$ cat config.mk
export PLATFORM = sky130hd
export DESIGN_NAME = alu_cond_unit_flat
export DESIGN_NICKNAME = d
export VERILOG_FILES = /design/src/rtl/alu_cond_unit_if.sv /design/src/rtl/alu_cond_unit.sv /design/src/flat_wrapper.sv
export SDC_FILE = /design/constraint.sdc
export NUM_CORES = 1
export LEC_CHECK = 0
export CAP_MARGIN = 20
export CELL_PAD_IN_SITES_DETAIL_PLACEMENT = 1
export CELL_PAD_IN_SITES_GLOBAL_PLACEMENT = 1
export CORE_MARGIN = 4
export CORE_UTILIZATION = 29
export CTS_CLUSTER_SIZE = 24
export DETAILED_ROUTE_END_ITERATION = 8
export GPL_TIMING_DRIVEN = 0
export PLACE_DENSITY_LB_ADDON = 0.1
export RECOVER_POWER = 50
export SLEW_MARGIN = 20
export SYNTH_ARGS = -nofsm -noshare
export SYNTH_HDL_FRONTEND = slang
export SYNTH_SLANG_ARGS = --single-unit
$ cat constraint.sdc
create_clock -name clk -period 1.35 [get_ports clk]
set_clock_uncertainty 0.15 [all_clocks]
set_input_delay 0.405 -clock clk [delete_from_list [all_inputs] [get_ports clk]]
set_output_delay 0.405 -clock clk [all_outputs]
set_load 0.005 [all_outputs]
$ cat src/rtl/alu_cond_unit_if.sv
// alu_cond_unit_if: flags writeback, pending-op and condition query signals of alu_cond_unit.
interface alu_cond_unit_if #(parameter int PW = 2);
  logic          set_issue;
  logic          flags_valid;
  logic [3:0]    flags_in;
  logic          cond_req_valid;
  logic          cond_req_ready;
  logic [3:0]    cond_code;
  logic          cond_rsp_valid;
  logic          cond_rsp_pass;
  logic [3:0]    flags_q;
  logic [PW-1:0] pending_cnt;
  logic          err_sticky;
  modport master (
    output set_issue, flags_valid, flags_in, cond_req_valid, cond_code,
    input  cond_req_ready, cond_rsp_valid, cond_rsp_pass, flags_q, pending_cnt, err_sticky
  );
  modport slave (
    input  set_issue, flags_valid, flags_in, cond_req_valid, cond_code,
    output cond_req_ready, cond_rsp_valid, cond_rsp_pass, flags_q, pending_cnt, err_sticky
  );
endinterface

$ cat src/rtl/alu_cond_unit.sv
// alu_cond_unit: {N,Z,C,V} flags register, in-flight flag-op counter and stalled condition queries.
// Define COND_BYPASS_EN to answer straight from flags_in when the last pending writeback lands.
module alu_cond_unit #(
  parameter int PEND_MAX = 3,
  parameter int PW       = $clog2(PEND_MAX + 1)
) (
  input logic          clk,
  input logic          rst_n,
  alu_cond_unit_if.slave bus
);
  typedef enum logic [1:0] {IDLE, WAIT, RESP} state_t;
  localparam logic [PW-1:0] MAX = PW'(PEND_MAX);
  state_t        state_q, state_d;
  logic [3:0]    code_q, code_d;
  logic          pass_q, pass_d;
  logic [3:0]    flg_q, flg_d;
  logic [PW-1:0] cnt_q, cnt_d;
  logic          err_q, err_d;
  logic          inc, dec;
  // Odd codes are the inverse of the even code below them.
  function automatic logic eval(input logic [3:0] cc, input logic [3:0] f);
    logic [7:0] t;
    t = {1'b1, ~f[2] & (f[3] == f[0]), f[3] == f[0], f[1] & ~f[2], f[0], f[3], f[1], f[2]};
    return t[cc[3:1]] ^ cc[0];
  endfunction
  assign inc   = bus.set_issue & ~bus.flags_valid;
  assign dec   = bus.flags_valid & ~bus.set_issue;
  assign cnt_d = inc && cnt_q != MAX ? cnt_q + PW'(1) : dec && cnt_q != '0 ? cnt_q - PW'(1) : cnt_q;
  assign err_d = err_q | (inc && cnt_q == MAX) | (dec && cnt_q == '0);
  assign flg_d = bus.flags_valid ? bus.flags_in : flg_q;
  always_comb begin
    state_d = state_q;
    code_d  = code_q;
    pass_d  = pass_q;
    case (state_q)
      IDLE: if (bus.cond_req_valid) begin
        code_d  = bus.cond_code;
        state_d = WAIT;
      end
      WAIT: if (cnt_q == '0) begin
        pass_d  = eval(code_q, flg_q);
        state_d = RESP;
      end
`ifdef COND_BYPASS_EN
      else if (cnt_q == PW'(1) && bus.flags_valid && !bus.set_issue) begin
        pass_d  = eval(code_q, bus.flags_in);
        state_d = RESP;
      end
`else
`endif
      RESP: state_d = IDLE;
      default: state_d = IDLE;
    endcase
  end
  always_ff @(posedge clk or negedge rst_n)
    if (!rst_n) begin
      state_q <= IDLE;
      code_q  <= '0;
      pass_q  <= 1'b0;
      flg_q   <= '0;
      cnt_q   <= '0;
      err_q   <= 1'b0;
    end else begin
      state_q <= state_d;
      code_q  <= code_d;
      pass_q  <= pass_d;
      flg_q   <= flg_d;
      cnt_q   <= cnt_d;
      err_q   <= err_d;
    end
  assign bus.cond_req_ready = state_q == IDLE;
  assign bus.cond_rsp_valid = state_q == RESP;
  assign bus.cond_rsp_pass  = pass_q;
  assign bus.flags_q        = flg_q;
  assign bus.pending_cnt    = cnt_q;
  assign bus.err_sticky     = err_q;
endmodule
$ cat src/flat_wrapper.sv
// flat-port wrapper written by rule: the top's interface ports become plain ports
module alu_cond_unit_flat 
#(
  parameter int PEND_MAX = 3,
  parameter int PW       = $clog2(PEND_MAX + 1)
)
  (clk, rst_n, bus_set_issue, bus_flags_valid, bus_flags_in, bus_cond_req_valid, bus_cond_code, bus_cond_req_ready, bus_cond_rsp_valid, bus_cond_rsp_pass, bus_flags_q, bus_pending_cnt, bus_err_sticky);
  alu_cond_unit_if #(.PW(PW)) bus_i ();
  input logic clk;
  input logic rst_n;
  input wire logic [$bits(bus_i.set_issue)-1:0] bus_set_issue;
  input wire logic [$bits(bus_i.flags_valid)-1:0] bus_flags_valid;
  input wire logic [$bits(bus_i.flags_in)-1:0] bus_flags_in;
  input wire logic [$bits(bus_i.cond_req_valid)-1:0] bus_cond_req_valid;
  input wire logic [$bits(bus_i.cond_code)-1:0] bus_cond_code;
  output wire logic [$bits(bus_i.cond_req_ready)-1:0] bus_cond_req_ready;
  output wire logic [$bits(bus_i.cond_rsp_valid)-1:0] bus_cond_rsp_valid;
  output wire logic [$bits(bus_i.cond_rsp_pass)-1:0] bus_cond_rsp_pass;
  output wire logic [$bits(bus_i.flags_q)-1:0] bus_flags_q;
  output wire logic [$bits(bus_i.pending_cnt)-1:0] bus_pending_cnt;
  output wire logic [$bits(bus_i.err_sticky)-1:0] bus_err_sticky;
  assign bus_i.set_issue = bus_set_issue;
  assign bus_i.flags_valid = bus_flags_valid;
  assign bus_i.flags_in = bus_flags_in;
  assign bus_i.cond_req_valid = bus_cond_req_valid;
  assign bus_i.cond_code = bus_cond_code;
  assign bus_cond_req_ready = bus_i.cond_req_ready;
  assign bus_cond_rsp_valid = bus_i.cond_rsp_valid;
  assign bus_cond_rsp_pass = bus_i.cond_rsp_pass;
  assign bus_flags_q = bus_i.flags_q;
  assign bus_pending_cnt = bus_i.pending_cnt;
  assign bus_err_sticky = bus_i.err_sticky;
  alu_cond_unit #(.PEND_MAX(PEND_MAX), .PW(PW)) u_core (.clk(clk), .rst_n(rst_n), .bus(bus_i));
endmodule
==> results.md <==
- The run finished, with violations left.
- The checks that failed: setup timing.
- Leaving out fill and tap cells, the most frequent cell in the layout is sky130_fd_sc_hd__dfrtp_1.
- The buffering stage count on the worst path with inverters included is 1.
- The simple-gate share of the synthesized area is 11.96%.
- The number of nets in the layout is 107.
- The shortest clock period the worst path allows after layout is 1606 ps.
- In this run the static leakage power is 0.4949 nW.
- The top cell types in the final layout, fill and taps aside, are sky130_fd_sc_hd__dfrtp_1, sky130_fd_sc_hd__buf_2, sky130_fd_sc_hd__clkdlybuf4s50_1, sky130_fd_sc_hd__buf_4, sky130_fd_sc_hd__buf_6.
- The die footprint is 3015 um2.
- The first global-routing pass estimated 2608 um of wire.
- Summed over all failing endpoints, the final setup total negative slack is -702.6 ps.
- The clock passes through at most 2 buffers.
- From left edge to right edge, the die measures 54.91 um.
- The post-synthesis share of cell area spent on full adders, half adders and majority gates is 0%.
- The switching power share of the total is 31.13%.
- The number of placement rows is 16.
- Dividing the detail-routed via count by the number of cells gives 4.650.
- Clock latency on the worst-skew pair, taken at its later pin, is 280 ps.
- The CTS root buffer is sky130_fd_sc_hd__clkbuf_4.
- The total area inside the core boundary comes to 2022 um2.
- The number of buffers inserted by hold repair at cts is 0.
- The clock sink count is 14.
- The average cell area after synthesis is 12.04 um2.
- The max-slew violation count came to 0.
- Per report_power, the combinational group accounts for 47.5% of the total.
- IR analysis of the VDD net gives a maximum drop of 0.8279 mV.
- In this run the power spent charging and discharging nets is 0.5681 mW.
- The worst setup path is of the flop to flop kind.
- After layout, the worst setup slack is -255.6 ps.
- During I/O placement, the number of pins put on the boundary was 23.
- The total CTS buffers is 3.
- After clock tree synthesis, the clock-pin slew on the worst setup and hold paths is 80 ps.
- The internal portion of the total power is 1.257 mW.
- The die boundary height is 54.91 um.
- The final setup violation count is 11.
- The startpoint type of the worst setup path is a flop.
- The number of nets handed over by synthesis was 66.
- During synthesis, Yosys emitted a total of 0 warnings.
- Along the worst path, the maximum fanout reaches 3.
- Walking the worst path, the cells encountered are buf_6, mux4_2, nand2b_1, a21boi_1, o31ai_2.
- The total half-perimeter wirelength after legalization and detailed placement is 1061 um.
- By area, the combinational part of the netlist is dominated by multiplexers.
- The number of remaining DRC errors is 0.
- By area the synthesized netlist is led by sky130_fd_sc_hd__dfrtp_1, sky130_fd_sc_hd__mux2_2, sky130_fd_sc_hd__mux4_2.
- The pre-antenna-repair detailed-routing pass consisted of 2 iterations.
- Setup repair after global routing could not meet its margin everywhere.
- The slowest cell on the critical path is sky130_fd_sc_hd__mux4_2.
- The maximum number of pins on one net before global-route repair is 15.
- The cell family contributing the most delay on the critical path is multiplexers.
- The count of nets left with antenna violations once routing finished came out at 0.
- The synthesized netlist cell count is 53.
- Summed over all layers, the routed wires come to 1604 um.
- The number of antenna diodes in the final layout is 0.
- The actual transition at the worst max-transition pin is 631.1 ps.
- The endpoint required time on the critical path is 1390 ps.
- Of the total synthesized cell area, the portion taken by XOR and XNOR cells is 1.373%.
- The largest area contributor in the netlist is sky130_fd_sc_hd__dfrtp_1.
- In this run, flip-flops and latches consume 36.4% of the power.
- The count of vias placed by the detailed router is 558.
- The post-route cell area is 1047 um2.
- Summing the sequential cell areas from Yosys gives 54.90% of the chip area.
- The final hold violation count is 0.
- The capturing element type of the critical path is a flop.
- The initial antenna violation count is 0.
- The congestion estimate from routability-driven global placement came to 0.7426.
- The number of distinct standard cells referenced by the synthesized netlist is 21.
- The largest single stage delay on the critical path is 460 ps.
- The share of post-route cells with drive strength above 1 is 43.01%.
- The synthesis-to-finish area growth is 64.12%.
- The path class of the tightest hold or removal check is flop to flop.
- The highest clock rate is 0.6228 GHz.
- The fraction of post-synthesis cell area in the top cell type by area is 54.90%.
- Multiplexer cells account for 17.45% of the synthesized area.
- The CTS tree is done.
- The initial cell density of the core is 31.56%.
- In this run the number of H-tree levels came out at 1.
- Buffers placed on the I/O ports in this run total 22.
- At the worst endpoint, the arrival time is 1650 ps.
- Power spread over the standard cell area amounts to 1743 nW/um2.
- The aggregate global routing overflow is 0.
- In this run, synthesis produced a sequential element count of 14.
- The average wire length per cell after detail routing is 13.37 um.
- The initial DRC count is 8.
- The worst slack on hold paths is 343.3 ps.
- The placed standard-cell area is 892.1 um2.
- Summing the areas of all compound-gate instances in the mapped netlist gives 12.55% of the synthesized area.
- The tightest slew margin relative to the limit is 57.79%.
- The mapped netlist covers 638.1 um2.
- Across every metal layer, demand over resource in global routing totals 12.47%.
- In this run, the clock network consumes 16.1% of the power.
- The overall power of the completed layout is 1.825 mW.
- The max-cap violation count is 0.
- The number of global-route vias before repair came to 590.
- Dividing the final minimum period by the clock period gives 118.9%.
sequential cells by signal, summed over array words and instances (netlist names):
signal	cells
u_core.bus.cond_rsp_pass	1
u_core.bus.err_sticky	1
u_core.bus.flags_q	4
u_core.bus.pending_cnt	2
u_core.code_q	4
u_core.state_q	2
metrics by stage:
| step | cells | setup slack (ps) | utilization (%) |
|---|---|---|---|
| 2_1_floorplan | 53 | -108.9 | - |
| 3_3_place_gp | 102 | -460.9 | 44.12 |
| 3_5_place_dp | 102 | -491.2 | 44.12 |
| 4_1_cts | 119 | -235.7 | 51.18 |
| 5_1_grt | 120 | -338.2 | 51.79 |
| 6_report | 120 | -255.6 | 51.79 |
final timing paths:
kind	start	end	slack, ps	cells past startpoint
max	u_core.bus.flags_q[0]	u_core.bus.cond_rsp_pass	-260	5
min	u_core.bus.err_sticky	u_core.bus.err_sticky	340	1
max reg2reg	u_core.bus.flags_q[0]	u_core.bus.cond_rsp_pass	-260	5
min reg2reg	u_core.bus.err_sticky	u_core.bus.err_sticky	340	1
max in group asynchronous	rst_n	u_core.bus.cond_rsp_pass	210	1
min in group asynchronous	rst_n	u_core.bus.flags_q[3]	430	1
routing by layer:
| layer | up-vias | routed length [um] | part of all wire [%] | track usage, % |
|---|---|---|---|---|
| met5 | - | 0 | 0 | 0 |
| met4 | 0 | 0 | 0 | 2.429 |
| met3 | 0 | 122 | 7.6 | 5.898 |
| met2 | 15 | 806 | 50 | 19.88 |
| met1 | 277 | 676 | 42 | 15.44 |
| li1 | 266 | - | - | - |
synthesized netlist by cell type:
cell type and instances:
sky130_fd_sc_hd__nand2_1 3, sky130_fd_sc_hd__mux4_2 1, sky130_fd_sc_hd__a21boi_0 1, sky130_fd_sc_hd__nor2b_1 3, sky130_fd_sc_hd__and3_1 1, sky130_fd_sc_hd__o221ai_1 1
sky130_fd_sc_hd__nor2_1 3, sky130_fd_sc_hd__and3b_1 1, sky130_fd_sc_hd__mux2i_1 1, sky130_fd_sc_hd__xor2_1 1, sky130_fd_sc_hd__a21oi_1 3, sky130_fd_sc_hd__a211oi_1 1
sky130_fd_sc_hd__and2_0 1, sky130_fd_sc_hd__o31ai_2 1, sky130_fd_sc_hd__a211o_1 1, sky130_fd_sc_hd__mux2_2 7, sky130_fd_sc_hd__o21ai_0 4, sky130_fd_sc_hd__nand2b_1 1
sky130_fd_sc_hd__nand3b_1 1, sky130_fd_sc_hd__inv_1 3, sky130_fd_sc_hd__dfrtp_1 14
power by group through the flow:
stage / sequential, mW / combinational, mW / clock [mW]
2_1_floorplan: 0.690 / 0.335 / 0
3_3_place_gp: 0.719 / 0.571 / 0
3_5_place_dp: 0.724 / 0.589 / 0
4_1_cts: 0.665 / 0.861 / 0.311
5_1_grt: 0.698 / 0.956 / 0.329
6_report: 0.665 / 0.866 / 0.294
final cells by class:
cell class / count / area, um2
tap: 27 / 33.78
clock buffer: 4 / 36.28
multi-input combinational: 36 / 324.1
inverter: 3 / 11.26
timing repair buffer: 36 / 291.5
sequential: 14 / 350.3
fill: 224 / 974.7
kinds of logic after synthesis:
logic type	count (synthesis)
AOI/OAI and AO/OA	12
and+or+nand+nor	14
DFF	14
buffers and inverters	3
xor gates and xnor gates	1
muxes	9
timing repair:
action,CTS,global route
resized for setup,58,3
cloned,0,0
setup endpoints to repair,21,15
pin swaps,5,4
setup buffers,13,1
(Power assumes the default switching activity.)
